## src/rtl/ifid_skid_reg.sv

```systemverilog
`default_nettype none
// ============================================================================
// Module   : ifid_skid_reg
// Brief    : IF/ID pipeline boundary register with a valid/ready handshake,
//            a two-entry skid buffer and a synchronous flush. Optional
//            stall/flush performance counters are enabled by defining
//            IFID_PERF_CNT_EN.
// Revision : 1.0 - initial release
// ============================================================================
module ifid_skid_reg #(
    parameter int                PC_W     = 32,
    parameter int                INST_W   = 32,
    parameter logic [INST_W-1:0] NOP_INST = {INST_W{1'b0}}
`ifdef IFID_PERF_CNT_EN
    ,
    parameter int                CNT_W    = 16
`endif
) (
    input  logic              clk,
    input  logic              rst,
    input  logic              flush,
    input  logic              in_valid,
    output logic              in_ready,
    input  logic [PC_W-1:0]   pc_in,
    input  logic [INST_W-1:0] inst_in,
    output logic              out_valid,
    input  logic              out_ready,
    output logic [PC_W-1:0]   pc_out,
    output logic [INST_W-1:0] inst_out,
    output logic [1:0]        occupancy
`ifdef IFID_PERF_CNT_EN
    ,
    output logic [CNT_W-1:0]  stall_cnt,
    output logic [CNT_W-1:0]  flush_cnt
`endif
);

    typedef enum logic [1:0] {
        ST_EMPTY = 2'd0,
        ST_ONE   = 2'd1,
        ST_TWO   = 2'd2
    } state_t;

    state_t              r_state;
    logic                r_in_ready;
    logic                r_out_valid;
    logic [1:0]          r_occ;
    logic [PC_W-1:0]     r_main_pc;
    logic [INST_W-1:0]   r_main_inst;
    logic [PC_W-1:0]     r_skid_pc;
    logic [INST_W-1:0]   r_skid_inst;

    logic                w_in_fire;
    logic                w_out_fire;

    assign w_in_fire  = in_valid & r_in_ready;
    assign w_out_fire = r_out_valid & out_ready;

    // Handshake flags and occupancy are stored next to the state so every
    // output comes straight from a flop.
    always_ff @(posedge clk) begin
        if (rst) begin
            r_state     <= ST_EMPTY;
            r_in_ready  <= 1'b1;
            r_out_valid <= 1'b0;
            r_occ       <= 2'd0;
            r_main_pc   <= '0;
            r_main_inst <= NOP_INST;
            r_skid_pc   <= '0;
            r_skid_inst <= '0;
        end else if (flush) begin
            r_state     <= ST_EMPTY;
            r_in_ready  <= 1'b1;
            r_out_valid <= 1'b0;
            r_occ       <= 2'd0;
            r_main_inst <= NOP_INST;
        end else begin
            case (r_state)
                ST_EMPTY: begin
                    if (w_in_fire) begin
                        r_state     <= ST_ONE;
                        r_out_valid <= 1'b1;
                        r_occ       <= 2'd1;
                        r_main_pc   <= pc_in;
                        r_main_inst <= inst_in;
                    end
                end
                ST_ONE: begin
                    if (w_in_fire && w_out_fire) begin
                        r_main_pc   <= pc_in;
                        r_main_inst <= inst_in;
                    end else if (w_in_fire) begin
                        r_state     <= ST_TWO;
                        r_in_ready  <= 1'b0;
                        r_occ       <= 2'd2;
                        r_skid_pc   <= pc_in;
                        r_skid_inst <= inst_in;
                    end else if (w_out_fire) begin
                        r_state     <= ST_EMPTY;
                        r_out_valid <= 1'b0;
                        r_occ       <= 2'd0;
                        r_main_inst <= NOP_INST;
                    end
                end
                ST_TWO: begin
                    if (w_out_fire) begin
                        r_state     <= ST_ONE;
                        r_in_ready  <= 1'b1;
                        r_occ       <= 2'd1;
                        r_main_pc   <= r_skid_pc;
                        r_main_inst <= r_skid_inst;
                    end
                end
                default: begin
                    r_state     <= ST_EMPTY;
                    r_in_ready  <= 1'b1;
                    r_out_valid <= 1'b0;
                    r_occ       <= 2'd0;
                    r_main_inst <= NOP_INST;
                end
            endcase
        end
    end

    assign in_ready  = r_in_ready;
    assign out_valid = r_out_valid;
    assign occupancy = r_occ;
    assign pc_out    = r_main_pc;
    assign inst_out  = r_main_inst;

`ifdef IFID_PERF_CNT_EN
    localparam logic [CNT_W-1:0] c_CNT_MAX = {CNT_W{1'b1}};

    logic [CNT_W-1:0] r_stall_cnt;
    logic [CNT_W-1:0] r_flush_cnt;

    // Saturating counters; only reset clears them so flushes stay visible.
    always_ff @(posedge clk) begin
        if (rst) begin
            r_stall_cnt <= '0;
            r_flush_cnt <= '0;
        end else begin
            if (r_out_valid && !out_ready && (r_stall_cnt != c_CNT_MAX)) begin
                r_stall_cnt <= r_stall_cnt + 1'b1;
            end
            if (flush && (r_state != ST_EMPTY) && (r_flush_cnt != c_CNT_MAX)) begin
                r_flush_cnt <= r_flush_cnt + 1'b1;
            end
        end
    end

    assign stall_cnt = r_stall_cnt;
    assign flush_cnt = r_flush_cnt;
`endif

endmodule
`default_nettype wire

```

## config.mk

```make
export PLATFORM = sky130hd
export DESIGN_NAME = ifid_skid_reg
export DESIGN_NICKNAME = d
export VERILOG_FILES = /design/src/rtl/ifid_skid_reg.sv
export SDC_FILE = /design/constraint.sdc
export NUM_CORES = 1
export LEC_CHECK = 0
export CELL_PAD_IN_SITES_DETAIL_PLACEMENT = 1
export CELL_PAD_IN_SITES_GLOBAL_PLACEMENT = 2
export CORE_ASPECT_RATIO = 0.75
export CORE_MARGIN = 4
export CORE_UTILIZATION = 29
export DETAILED_ROUTE_END_ITERATION = 16
export PLACE_DENSITY_LB_ADDON = 0.2
export SLEW_MARGIN = 10
export SYNTH_ARGS = -nofsm -noshare
export SYNTH_HDL_FRONTEND = slang
export SYNTH_SLANG_ARGS = --single-unit
```

## constraint.sdc

```tcl
create_clock -name clk -period 1.9 [get_ports clk]
set_input_delay 0.475 -clock clk [delete_from_list [all_inputs] [get_ports clk]]
set_output_delay 0.475 -clock clk [all_outputs]
set_load 0.05 [all_outputs]
```

# [Word-level counts from Yosys, hierarchy flattened]
# Cells that the tools add are included.
# W data, S select, Z words.
[op_classes] eq_ne=12 reduce_logical=10 n_lt_le_gt_ge=0 multipliers=0 n_addsub=0 n_bitwise=6 shift=0 div=0 muxes=25
[op_table] operator="$mux W32" n=8
[op_table] operator="$pmux W32 S3" n=2
[op_table] operator="$reduce_and A4 Y1" n=4
[op_table] operator="$ne A2 B2 Y1 const B" n=7
[op_table] operator="$mux W2" n=5
[op_table] operator="$reduce_and A5 Y1" n=2
[op_table] operator="$ne A3 B3 Y1 const B" n=3
[op_table] operator="$mux W1" n=7
[op_table] operator="$pmux W1 S3" n=2
[op_table] operator="$pmux W2 S3" n=1
[op_table] operator="$not A1 Y1" n=4
[op_table] operator="$reduce_bool A3 Y1" n=1
[op_table] operator="$and A1 B1 Y1" n=2
[op_table] operator="$eq A2 B1 Y1 const B" n=1
[op_table] operator="$eq A2 B2 Y1 const B" n=1
[op_table] operator="$logic_not A2 Y1" n=1
[op_table] operator="$reduce_or A2 Y1" n=1
[op_table] operator="$logic_and A1 B1 Y1" n=1
[totals] mem_bits_rw=0 register_bits=132 wordCells=60 input_bits=69 out_inout_bits=68 latch_bits=0 rom_bits=0 mem_count=0

# [Depth between registers and ports, before layout]
# Gate-level depths: netlist (run 1).
[depth] word_depth=5 mapped_depth=7 depth_no_buf=4

# [Worst setup path after synthesis (run 1)]
# OpenSTA, ideal clock, no wires.
[synth_path] path_type="reg-to-reg" from="reg r_in_ready (netlist: in_ready)" to="reg r_main_pc[10] (netlist: pc_out[10])" setup_time_ns=0.142 path_stages_with_launch=5 path_buffers=1 synth_period_minus_slack_ns=1.928 t_required_ns=1.758 t_arrival_ns=1.786 path_slack_ns=-0.028 path_cell_list="dfxtp_1 nand2_1 o31ai_4 clkbuf_1 a311oi_1"
[synth_between] elab_chain_cells=4 word_cells_on_any_way=5 classes_between="eq/ne: 2; bitwise: 1; reduce/logical: 2"
[synth_lines] item="from (decl)" line="45" rtl="logic r_in_ready;"
[synth_lines] item="from (signal assigned)" line="64" rtl="r_in_ready <= 1'b1;"
[synth_lines] item="from (signal assigned)" line="73" rtl="r_in_ready <= 1'b1;"
[synth_lines] item="from (signal assigned)" line="94" rtl="r_in_ready <= 1'b0;"
[synth_lines] item="$and A1 B1 Y1 *" line="56" rtl="assign w_in_fire = in_valid & r_in_ready;"
[synth_lines] item="$logic_and A1 B1 Y1" line="89" rtl="if (w_in_fire && w_out_fire) begin"
[synth_lines] item="$ne A2 B2 Y1 (no line)"
[synth_lines] item="$reduce_and A5 Y1 (no line) *"
[synth_lines] item="to (signal assigned)" line="84" rtl="r_main_pc <= pc_in;"
[synth_lines] item="to (signal assigned)" line="90" rtl="r_main_pc <= pc_in;"
[synth_lines] item="to (signal assigned)" line="110" rtl="r_main_pc <= r_skid_pc;"
[synth_lines] item="to (decl)" line="48" rtl="logic [PC_W-1:0] r_main_pc;"
# Mark *: on every way between the ends. The rest lies on a longest branch, timed or not.
# A chain may end at the register's enable or synchronous reset.

# [Final worst setup path (run 1)]
[layout_path] from="in out_ready" to="reg r_main_pc[24] (netlist: pc_out[24])"
[layout_between] elab_chain_cells=4 word_cells_on_any_way=5 classes_between="eq/ne: 2; bitwise: 1; reduce/logical: 2"
[layout_lines] item="from (decl)" line="27" rtl="input logic out_ready,"
[layout_lines] item="$and A1 B1 Y1 *" line="57" rtl="assign w_out_fire = r_out_valid & out_ready;"
[layout_lines] item="$logic_and A1 B1 Y1" line="89"
[layout_lines] item="$ne A2 B2 Y1 (no line)"
[layout_lines] item="$reduce_and A5 Y1 (no line) *"
# Marked as above.

==> flow_results.xml, run 1 <==
<?xml version="1.0" encoding="UTF-8"?>
<metrics>
  <group name="layout">
    <metric name="mostFrequentLayoutCell" unit="">nand2_1</metric>
    <metric name="nFillCells" unit="">2277</metric>
    <metric name="design.final.nets" unit="">909</metric>
    <metric name="flow.area_growth_from_synthesis" unit="%">42.41</metric>
    <metric name="layout_common_cells" unit="">nand2_1 (132), a21oi_1 (130), dfxtp_1 (130)</metric>
    <metric name="layout-drive-gt1-share" unit="%">18.17</metric>
    <metric name="finalCoreUtilization" unit="%">42.51</metric>
    <metric name="antenna_cells_inserted" unit="">0</metric>
  </group>
  <group name="critical_path">
    <metric name="regToRegSetupSlack" unit="ns">0.11</metric>
    <metric name="critPathCaptureType" unit="">flop</metric>
    <metric name="worstRegToRegCells" unit="">7</metric>
    <metric name="slowest_stage" unit="">clkdlybuf4s50_1</metric>
    <metric name="timing.critical_path.arrival" unit="ns">2.17</metric>
    <metric name="worst_ep_required_time" unit="ns">2.22</metric>
    <metric name="worstPathCellList" unit="">clkdlybuf4s50_1 -&gt; a21boi_4 -&gt; o31ai_4 -&gt; buf_12 -&gt; clkbuf_16 -&gt; a21oi_1 -&gt; a311oi_1</metric>
    <metric name="worstReg2RegEnd" unit="">pc_out[17]</metric>
    <metric name="worstReg2RegStart" unit="">occupancy[0]</metric>
    <metric name="timing.critical_path.slowest_cell_delay" unit="ns">0.58</metric>
    <metric name="timing.critical_path.fanout_max" unit="">28</metric>
    <metric name="worst_setup_path_endpoint" unit="">pc_out[24]</metric>
    <metric name="critPathLaunchType" unit="">primary input</metric>
    <metric name="worstSetupPathType" unit="">in2reg</metric>
    <metric name="setup.worst_path.start" unit="">out_ready</metric>
  </group>
  <group name="grt">
    <metric name="antenna_found_initial" unit="">1</metric>
    <metric name="grt_pass1_vias" unit="">5827</metric>
    <metric name="grt_start_max_net_pins" unit="">97</metric>
    <metric name="grt-ovfl-total" unit="">0</metric>
    <metric name="grt_first_pass_wirelength" unit="mm">30.70</metric>
    <metric name="grt_usage" unit="%">16.95</metric>
  </group>
  <group name="routing">
    <metric name="detail_route.vias_per_cell" unit="">5.084</metric>
    <metric name="first_iter_violations" unit="">280</metric>
    <metric name="detail_route.wl_per_cell" unit="um">18.04</metric>
    <metric name="drt_pass1_iterations" unit="">4</metric>
    <metric name="vias" unit="">5623</metric>
    <metric name="routed_wirelength" unit="mm">19.95</metric>
    <metric name="drc" unit="">0</metric>
    <metric name="number_of_antenna_violating_nets_in_the_routed_design" unit="">0</metric>
  </group>
  <group name="clock_tree">
    <metric name="clk_root_buffer_cell" unit="">clkbuf_16</metric>
    <metric name="clkSinkCount" unit="">132</metric>
    <metric name="postCtsHoldBufs" unit="">0</metric>
    <metric name="cts_tree" unit="">yes</metric>
    <metric name="cts_max_path_buffers" unit="">2</metric>
    <metric name="cts_buffers" unit="">17</metric>
    <metric name="cts_htree_levels" unit="">4</metric>
    <metric name="worstSkewPairLatency" unit="ns">0.41</metric>
    <metric name="clk_transition_reported_paths" unit="ns">0.06</metric>
  </group>
  <group name="synthesis">
    <metric name="synth.avg_cell_area" unit="um^2">8.217</metric>
    <metric name="synth_sequential_area_ratio" unit="%">45.17</metric>
    <metric name="syn_area" unit="um^2">5851</metric>
    <metric name="ys_seq_elements" unit="">132</metric>
    <metric name="synth_enable_flop_cells" unit="">0</metric>
    <metric name="async_reset_ff_share" unit="%">0</metric>
    <metric name="synth.net_count" unit="">781</metric>
    <metric name="synth.distinct_cells" unit="">32</metric>
    <metric name="yosys_warnings" unit="">0</metric>
    <metric name="netlist_instances" unit="">712</metric>
    <metric name="leading_register_cell_type_out_of_synthesis" unit="">dfxtp_1</metric>
  </group>
  <group name="pwr">
    <metric name="power.leakage" unit="nW">3.350</metric>
    <metric name="design_power_total" unit="mW">7.792</metric>
    <metric name="ir_drop" unit="mV">0.3999</metric>
    <metric name="power.density_cell_area" unit="nW/um^2">935.2</metric>
  </group>
  <group name="timing">
    <metric name="maxClockFrequency" unit="MHz">541.6</metric>
    <metric name="worst-slew-pin-transition" unit="ns">0.4474</metric>
    <metric name="min_period_over_period" unit="%">97.17</metric>
    <metric name="timing.final.max_slew_violations" unit="">0</metric>
    <metric name="slew_headroom" unit="%">70.17</metric>
    <metric name="hold_violations" unit="">0</metric>
    <metric name="setup-tns-final" unit="ns">0</metric>
    <metric name="period_needed" unit="ns">1.846</metric>
    <metric name="worst_clock_skew" unit="ns">0.01094</metric>
    <metric name="final-setup-viol-count" unit="">0</metric>
    <metric name="final.hold.worst_slack" unit="ns">0.4543</metric>
  </group>
  <group name="hold_path">
    <metric name="worstHoldPathType" unit="">reg2reg</metric>
  </group>
  <group name="floorplanning">
    <metric name="placementRows" unit="">44</metric>
    <metric name="die_width" unit="um">172.0</metric>
    <metric name="initial_core_util" unit="%">29.85</metric>
    <metric name="design.portCount" unit="">137</metric>
    <metric name="die_area" unit="um^2">22540</metric>
    <metric name="chipHeight" unit="um">131.0</metric>
    <metric name="placeableCoreArea" unit="um^2">19600</metric>
  </group>
  <group name="placed_design">
    <metric name="number_of_buffers_added_on_ports" unit="">136</metric>
    <metric name="place.gp.congestion" unit="">0.7713</metric>
    <metric name="detailed_place_hpwl" unit="mm">13.22</metric>
  </group>
  <group name="run">
    <metric name="max-cap-violations" unit="">0</metric>
  </group>
  <group name="run_status">
    <metric name="status" unit="">finished clean</metric>
  </group>
</metrics>
-- synthesized netlist by cell type, drive strengths merged, types with 2 or more instances --
cell type  number  share of area [%]
nand2         132                8.5
buf            26                2.6
o21ai          63                5.4
clkbuf         43                2.8
and3           33                3.5
o31ai           2               0.49
dfxtp         132                 45
a311oi         32                4.8
nand3           2               0.17
mux2i          64                 11
nor2           35                2.2
inv             2               0.13
a21oi         130                 11
-- state kept, by name, summed over array words and instances (netlist names) --
name / cells
pc_out: 32
r_skid_pc: 32
inst_out: 32
in_ready: 1
r_skid_inst: 32
out_valid: 1
occupancy: 2
-- what timing repair did --
item	CTS	global route
setup buffers	0	2
endpoints found under the setup margin	0	37
hold endpoints to repair	0	0
gates resized for setup	0	1
-- metal layers --
| metal | GRT usage (%) | share of wire (%) |
|---|---|---|
| met1 | 23.37 | 49 |
| met4 | 4.159 | 0.82 |
| met5 | 0 | 0.065 |
| met3 | 3.609 | 4.5 |
| met2 | 27.28 | 46 |
-- worst min-delay path by stage --
stage          slack, ns             from               to  depth (start not counted)
6_report            0.45     r_skid_pc[0]     r_skid_pc[0]                          2
4_1_cts             0.46     r_skid_pc[0]     r_skid_pc[0]                          2
5_1_grt             0.47  r_skid_inst[15]  r_skid_inst[15]                          2
3_5_place_dp        0.45     r_skid_pc[0]     r_skid_pc[0]                          2
2_1_floorplan       0.44     r_skid_pc[0]     r_skid_pc[0]                          2
3_3_place_gp        0.44    r_skid_pc[31]    r_skid_pc[31]                          2
-- power breakdown --
part / total [mW] / switching (mW) / leakage, nW / internal (mW)
clock: 3.60 / 1.27 / 0.304 / 2.33
combinational: 1.26 / 0.754 / 1.97 / 0.505
sequential: 2.93 / 0.0632 / 1.07 / 2.87
total: 7.79 / 2.09 / 3.35 / 5.70
-- kinds of logic after synthesis --
group           share of synthesized area, %
compound gates                         22.95
buf+inv                                5.475
mux                                    10.95
flops                                  45.17
simple gates                           15.46
-- critical path: cells and delay by family --
kind | cells | cell delay (ns)
buf+inv | 3 | 0.95
compound gates | 4 | 0.72
-- area by class of cell --
class                   count  area (um^2)  share of cell area (%)
repair buffers            178         1802                   21.62
well taps                 253        316.6                   3.799
inverters                   2        7.507                 0.09010
clock inverters            13        205.2                   2.463
flip-flops and latches    132         2645                   31.75
clock buffers              19        432.9                   5.196
multi-input cells         509         2923                   35.08
-- through the flow --
step	cells	setup slack [ns]	instance area, um^2
6_report	1106	0.05368	8332
5_1_grt	1106	-0.01980	8332
4_1_cts	1102	0.06112	8234
3_5_place_dp	1070	-0.3702	7596
3_3_place_gp	1070	-0.2854	7596
2_1_floorplan	712	0.02395	5852
No activity file was read; power rests on OpenSTA's default activity.
==> inputs of run 2 (changes only) <==
--- a/config.mk
+++ b/config.mk
@@ -10,6 +10,7 @@
 export CORE_ASPECT_RATIO = 0.75
 export CORE_MARGIN = 4
 export CORE_UTILIZATION = 29
+export CTS_CLUSTER_SIZE = 30
 export DETAILED_ROUTE_END_ITERATION = 16
 export PLACE_DENSITY_LB_ADDON = 0.2
 export SLEW_MARGIN = 10
==> results of run 2 <==
No change in the layout: final DEF, timing and power equal those of run 1.
==> inputs of run 3 (changes only) <==
--- a/config.mk
+++ b/config.mk
@@ -5,11 +5,12 @@
 export SDC_FILE = /design/constraint.sdc
 export NUM_CORES = 1
 export LEC_CHECK = 0
+export ABC_AREA = 1
 export CELL_PAD_IN_SITES_DETAIL_PLACEMENT = 1
 export CELL_PAD_IN_SITES_GLOBAL_PLACEMENT = 2
 export CORE_ASPECT_RATIO = 0.75
 export CORE_MARGIN = 4
-export CORE_UTILIZATION = 29
+export CORE_UTILIZATION = 26
 export CTS_CLUSTER_SIZE = 30
 export DETAILED_ROUTE_END_ITERATION = 16
 export PLACE_DENSITY_LB_ADDON = 0.2
==> run 3 against run 2 <==
Sequential power is essentially flat; area after synthesis shrank 0.15%; critical path depth shrank 5; final cell count grew 20%; cell area shrank 0.30%; count of clock-buffer cells in the layout is the same; via count grew 5.7%; non-clock buffer count shrank 4.
==> flow_results.xml, run 3 <==
<?xml version="1.0" encoding="UTF-8"?>
<metrics>
  <group name="routing">
    <metric name="routed_wirelength" unit="mm">18.95</metric>
    <metric name="detail_route.vias_per_cell" unit="">4.474</metric>
    <metric name="drt_pass1_iterations" unit="">4</metric>
    <metric name="detail_route.wl_per_cell" unit="um">14.27</metric>
    <metric name="vias" unit="">5941</metric>
    <metric name="first_iter_violations" unit="">243</metric>
    <metric name="number_of_antenna_violating_nets_in_the_routed_design" unit="">0</metric>
    <metric name="drc" unit="">0</metric>
  </group>
  <group name="hold_path">
    <metric name="worstHoldPathType" unit="">reg2reg</metric>
    <metric name="hold_path.startpoint" unit="">r_skid_pc[11]</metric>
  </group>
  <group name="timing">
    <metric name="maxClockFrequency" unit="MHz">568.3</metric>
    <metric name="final-setup-viol-count" unit="">0</metric>
    <metric name="worst_clock_skew" unit="ns">0.01670</metric>
    <metric name="timing.final.max_slew_violations" unit="">0</metric>
    <metric name="min_period_over_period" unit="%">92.61</metric>
    <metric name="period_needed" unit="ns">1.760</metric>
    <metric name="hold_violations" unit="">0</metric>
    <metric name="worst-slew-pin-transition" unit="ns">0.4348</metric>
    <metric name="setup_repair_after_global_routing_missed_its_margin" unit="">false</metric>
    <metric name="slew_headroom" unit="%">71.02</metric>
  </group>
  <group name="pwr">
    <metric name="p_seq_share" unit="%">37.5</metric>
    <metric name="switching_power" unit="mW">2.178</metric>
    <metric name="clockPowerShare" unit="%">46.0</metric>
    <metric name="power.density_cell_area" unit="nW/um^2">949.9</metric>
    <metric name="power_switching_share" unit="%">27.60</metric>
    <metric name="ir_drop" unit="mV">0.5328</metric>
    <metric name="cell_internal_pwr" unit="mW">5.713</metric>
    <metric name="power.combinational.fraction" unit="%">16.5</metric>
    <metric name="power.leakage" unit="nW">3.577</metric>
  </group>
  <group name="layout">
    <metric name="design.final.nets" unit="">1091</metric>
    <metric name="layout-drive-gt1-share" unit="%">14.41</metric>
    <metric name="finish.instance_area" unit="um^2">8307</metric>
    <metric name="antenna_cells_inserted" unit="">0</metric>
    <metric name="final_instance_count_without_filler_cells" unit="">1328</metric>
    <metric name="layout_common_cells" unit="">nand2_1 (258), nor2_1 (152), dfxtp_1 (132)</metric>
    <metric name="mostFrequentLayoutCell" unit="">nand2_1</metric>
    <metric name="flow.area_growth_from_synthesis" unit="%">42.19</metric>
  </group>
  <group name="grt">
    <metric name="grt_start_max_net_pins" unit="">39</metric>
    <metric name="antenna_found_initial" unit="">0</metric>
    <metric name="grt_pass1_vias" unit="">5786</metric>
    <metric name="grt-ovfl-total" unit="">0</metric>
    <metric name="grt_usage" unit="%">15.34</metric>
    <metric name="grt_first_pass_wirelength" unit="mm">30.68</metric>
  </group>
  <group name="floorplanning">
    <metric name="placeableCoreArea" unit="um^2">22050</metric>
    <metric name="placementRows" unit="">47</metric>
    <metric name="chipHeight" unit="um">137.8</metric>
    <metric name="die_area" unit="um^2">24960</metric>
    <metric name="initial_core_util" unit="%">26.49</metric>
    <metric name="design.portCount" unit="">137</metric>
    <metric name="die_width" unit="um">181.1</metric>
  </group>
  <group name="synthesis">
    <metric name="netlist_instances" unit="">886</metric>
    <metric name="synth_enable_flop_cells" unit="">0</metric>
    <metric name="leading_register_cell_type_out_of_synthesis" unit="">dfxtp_1</metric>
    <metric name="synth_common_cells" unit="">nand2_1 (258), nor2_1 (154), dfxtp_1 (132)</metric>
    <metric name="yosys.cell_count.top_type" unit="">nand2_1</metric>
    <metric name="async_reset_ff_share" unit="%">0</metric>
    <metric name="ys_seq_elements" unit="">132</metric>
    <metric name="post-synth-top-area-cell" unit="">dfxtp_1</metric>
    <metric name="syn_area" unit="um^2">5842</metric>
    <metric name="synth.avg_cell_area" unit="um^2">6.594</metric>
    <metric name="synth_sequential_area_ratio" unit="%">45.23</metric>
    <metric name="yosys.area.top_type_share" unit="%">45.23</metric>
    <metric name="yosys_warnings" unit="">0</metric>
    <metric name="synth.distinct_cells" unit="">20</metric>
    <metric name="synth.net_count" unit="">955</metric>
    <metric name="synth.area.top_cells" unit="">dfxtp_1 (45%), nand2_1 (17%), nor2_1 (9.9%)</metric>
  </group>
  <group name="critical_path">
    <metric name="timing.critical_path.fanout_max" unit="">8</metric>
    <metric name="critPathLaunchType" unit="">flop</metric>
    <metric name="worst_ep_required_time" unit="ns">1.42</metric>
    <metric name="worstReg2RegStart" unit="">occupancy[0]</metric>
    <metric name="worstSetupPathType" unit="">reg2out</metric>
    <metric name="setup.worst_path.start" unit="">occupancy[0]</metric>
    <metric name="timing.critical_path.arrival" unit="ns">1.28</metric>
    <metric name="critPathCaptureType" unit="">output pin</metric>
  </group>
  <group name="placed_design">
    <metric name="place.gp.congestion" unit="">0.7704</metric>
    <metric name="detailed_place.area" unit="um^2">7669</metric>
    <metric name="number_of_buffers_added_on_ports" unit="">136</metric>
    <metric name="detailed_place_hpwl" unit="mm">12.80</metric>
    <metric name="dpl.cell_count" unit="">1297</metric>
  </group>
  <group name="run">
    <metric name="max-cap-violations" unit="">0</metric>
  </group>
  <group name="clock_tree">
    <metric name="clkSinkCount" unit="">132</metric>
    <metric name="postCtsHoldBufs" unit="">0</metric>
    <metric name="cts_buffers" unit="">17</metric>
    <metric name="worstSkewPairLatency" unit="ns">0.42</metric>
    <metric name="clk_transition_reported_paths" unit="ns">0.06</metric>
    <metric name="cts_max_path_buffers" unit="">2</metric>
    <metric name="postCtsSetupRepairBufs" unit="">0</metric>
    <metric name="post_cts_resized" unit="">0</metric>
    <metric name="cts_htree_levels" unit="">4</metric>
    <metric name="clk_root_buffer_cell" unit="">clkbuf_16</metric>
    <metric name="cts_tree" unit="">yes</metric>
  </group>
  <group name="run_status">
    <metric name="status" unit="">finished clean</metric>
  </group>
</metrics>
-- run 3: cell types whose count changed after synthesis, moves of 15 or more --
| cell | change |
|---|---|
| nand2_1 | +126 |
| nor2_1 | +119 |
| a21oi_1 | -75 |
| nand3_1 | +69 |
| mux2i_1 | -64 |
| inv_1 | +56 |
| and3_1 | -33 |
| a311oi_1 | -32 |
| o21ai_1 | +16 |
| clkbuf_1 | -15 |
-- run 3: layout make-up --
cell class | count | area, um^2
clock buffers | 19 | 432.9
clock inverters | 12 | 205.2
fillers | 2760 | 13750
inverters | 64 | 240.2
multi-input cells | 633 | 2704
flip-flops and latches | 132 | 2643
well taps | 294 | 367.9
repair buffers | 174 | 1714
-- run 3: per-layer routing --
layer	track usage, %	routed length (um)	up-vias
met5	0	0	-
met4	3.875	166	0
met3	3.906	820	12
met2	24.87	8426	104
met1	20.57	9532	2770
li1	-	-	3055
-- run 3: worst max-delay path, cell delays in order, from the launching register on --
cell and delay [ns]:
dfxtp_1 0.55, buf_4 0.20, buf_12 0.13
-- run 3: per-stage QoR --
| step | util, % | setup slack [ns] | power, mW | TNS (ns) | hold WS (ns) |
|---|---|---|---|---|---|
| 2_1_floorplan | - | 0.09742 | 3.795 | 0 | 0.4245 |
| 3_3_place_gp | 34.77 | -0.2191 | 4.334 | -23.33 | 0.4344 |
| 3_5_place_dp | 34.77 | -0.2333 | 4.342 | -24.16 | 0.4421 |
| 4_1_cts | 37.67 | 0.1049 | 8.035 | 0 | 0.4531 |
| 5_1_grt | 37.67 | 0.02018 | 8.272 | 0 | 0.4690 |
| 6_report | 37.67 | 0.1404 | 7.890 | 0 | 0.4457 |
-- run 3: logic make-up after synthesis --
logic type	Yosys count	synth area share, %
compound gates	143	12.34
buf+inv	121	8.781
flops	132	45.23
simple gates	490	33.65
-- run 3: path summary, 6_finish.rpt --
check | depth (start not counted) | endpoint | slack (ns)
hold / removal | 2 | r_skid_pc[11] | 0.45
setup / recovery | 2 | occupancy[0] | 0.14
hold reg to reg | 2 | r_skid_pc[11] | 0.45
setup reg to reg | 9 | pc_out[1] | 0.22
-- run 3: power by group through the flow --
| stage | Sequential (mW) | Combinational [mW] | Clock, mW |
|---|---|---|---|
| after floorplan | 3.32 | 0.480 | 0 |
| after global placement | 3.02 | 1.31 | 0 |
| after detailed placement | 3.02 | 1.32 | 0 |
| after CTS | 2.96 | 1.32 | 3.75 |
| after global routing | 2.97 | 1.43 | 3.86 |
| final | 2.96 | 1.30 | 3.63 |
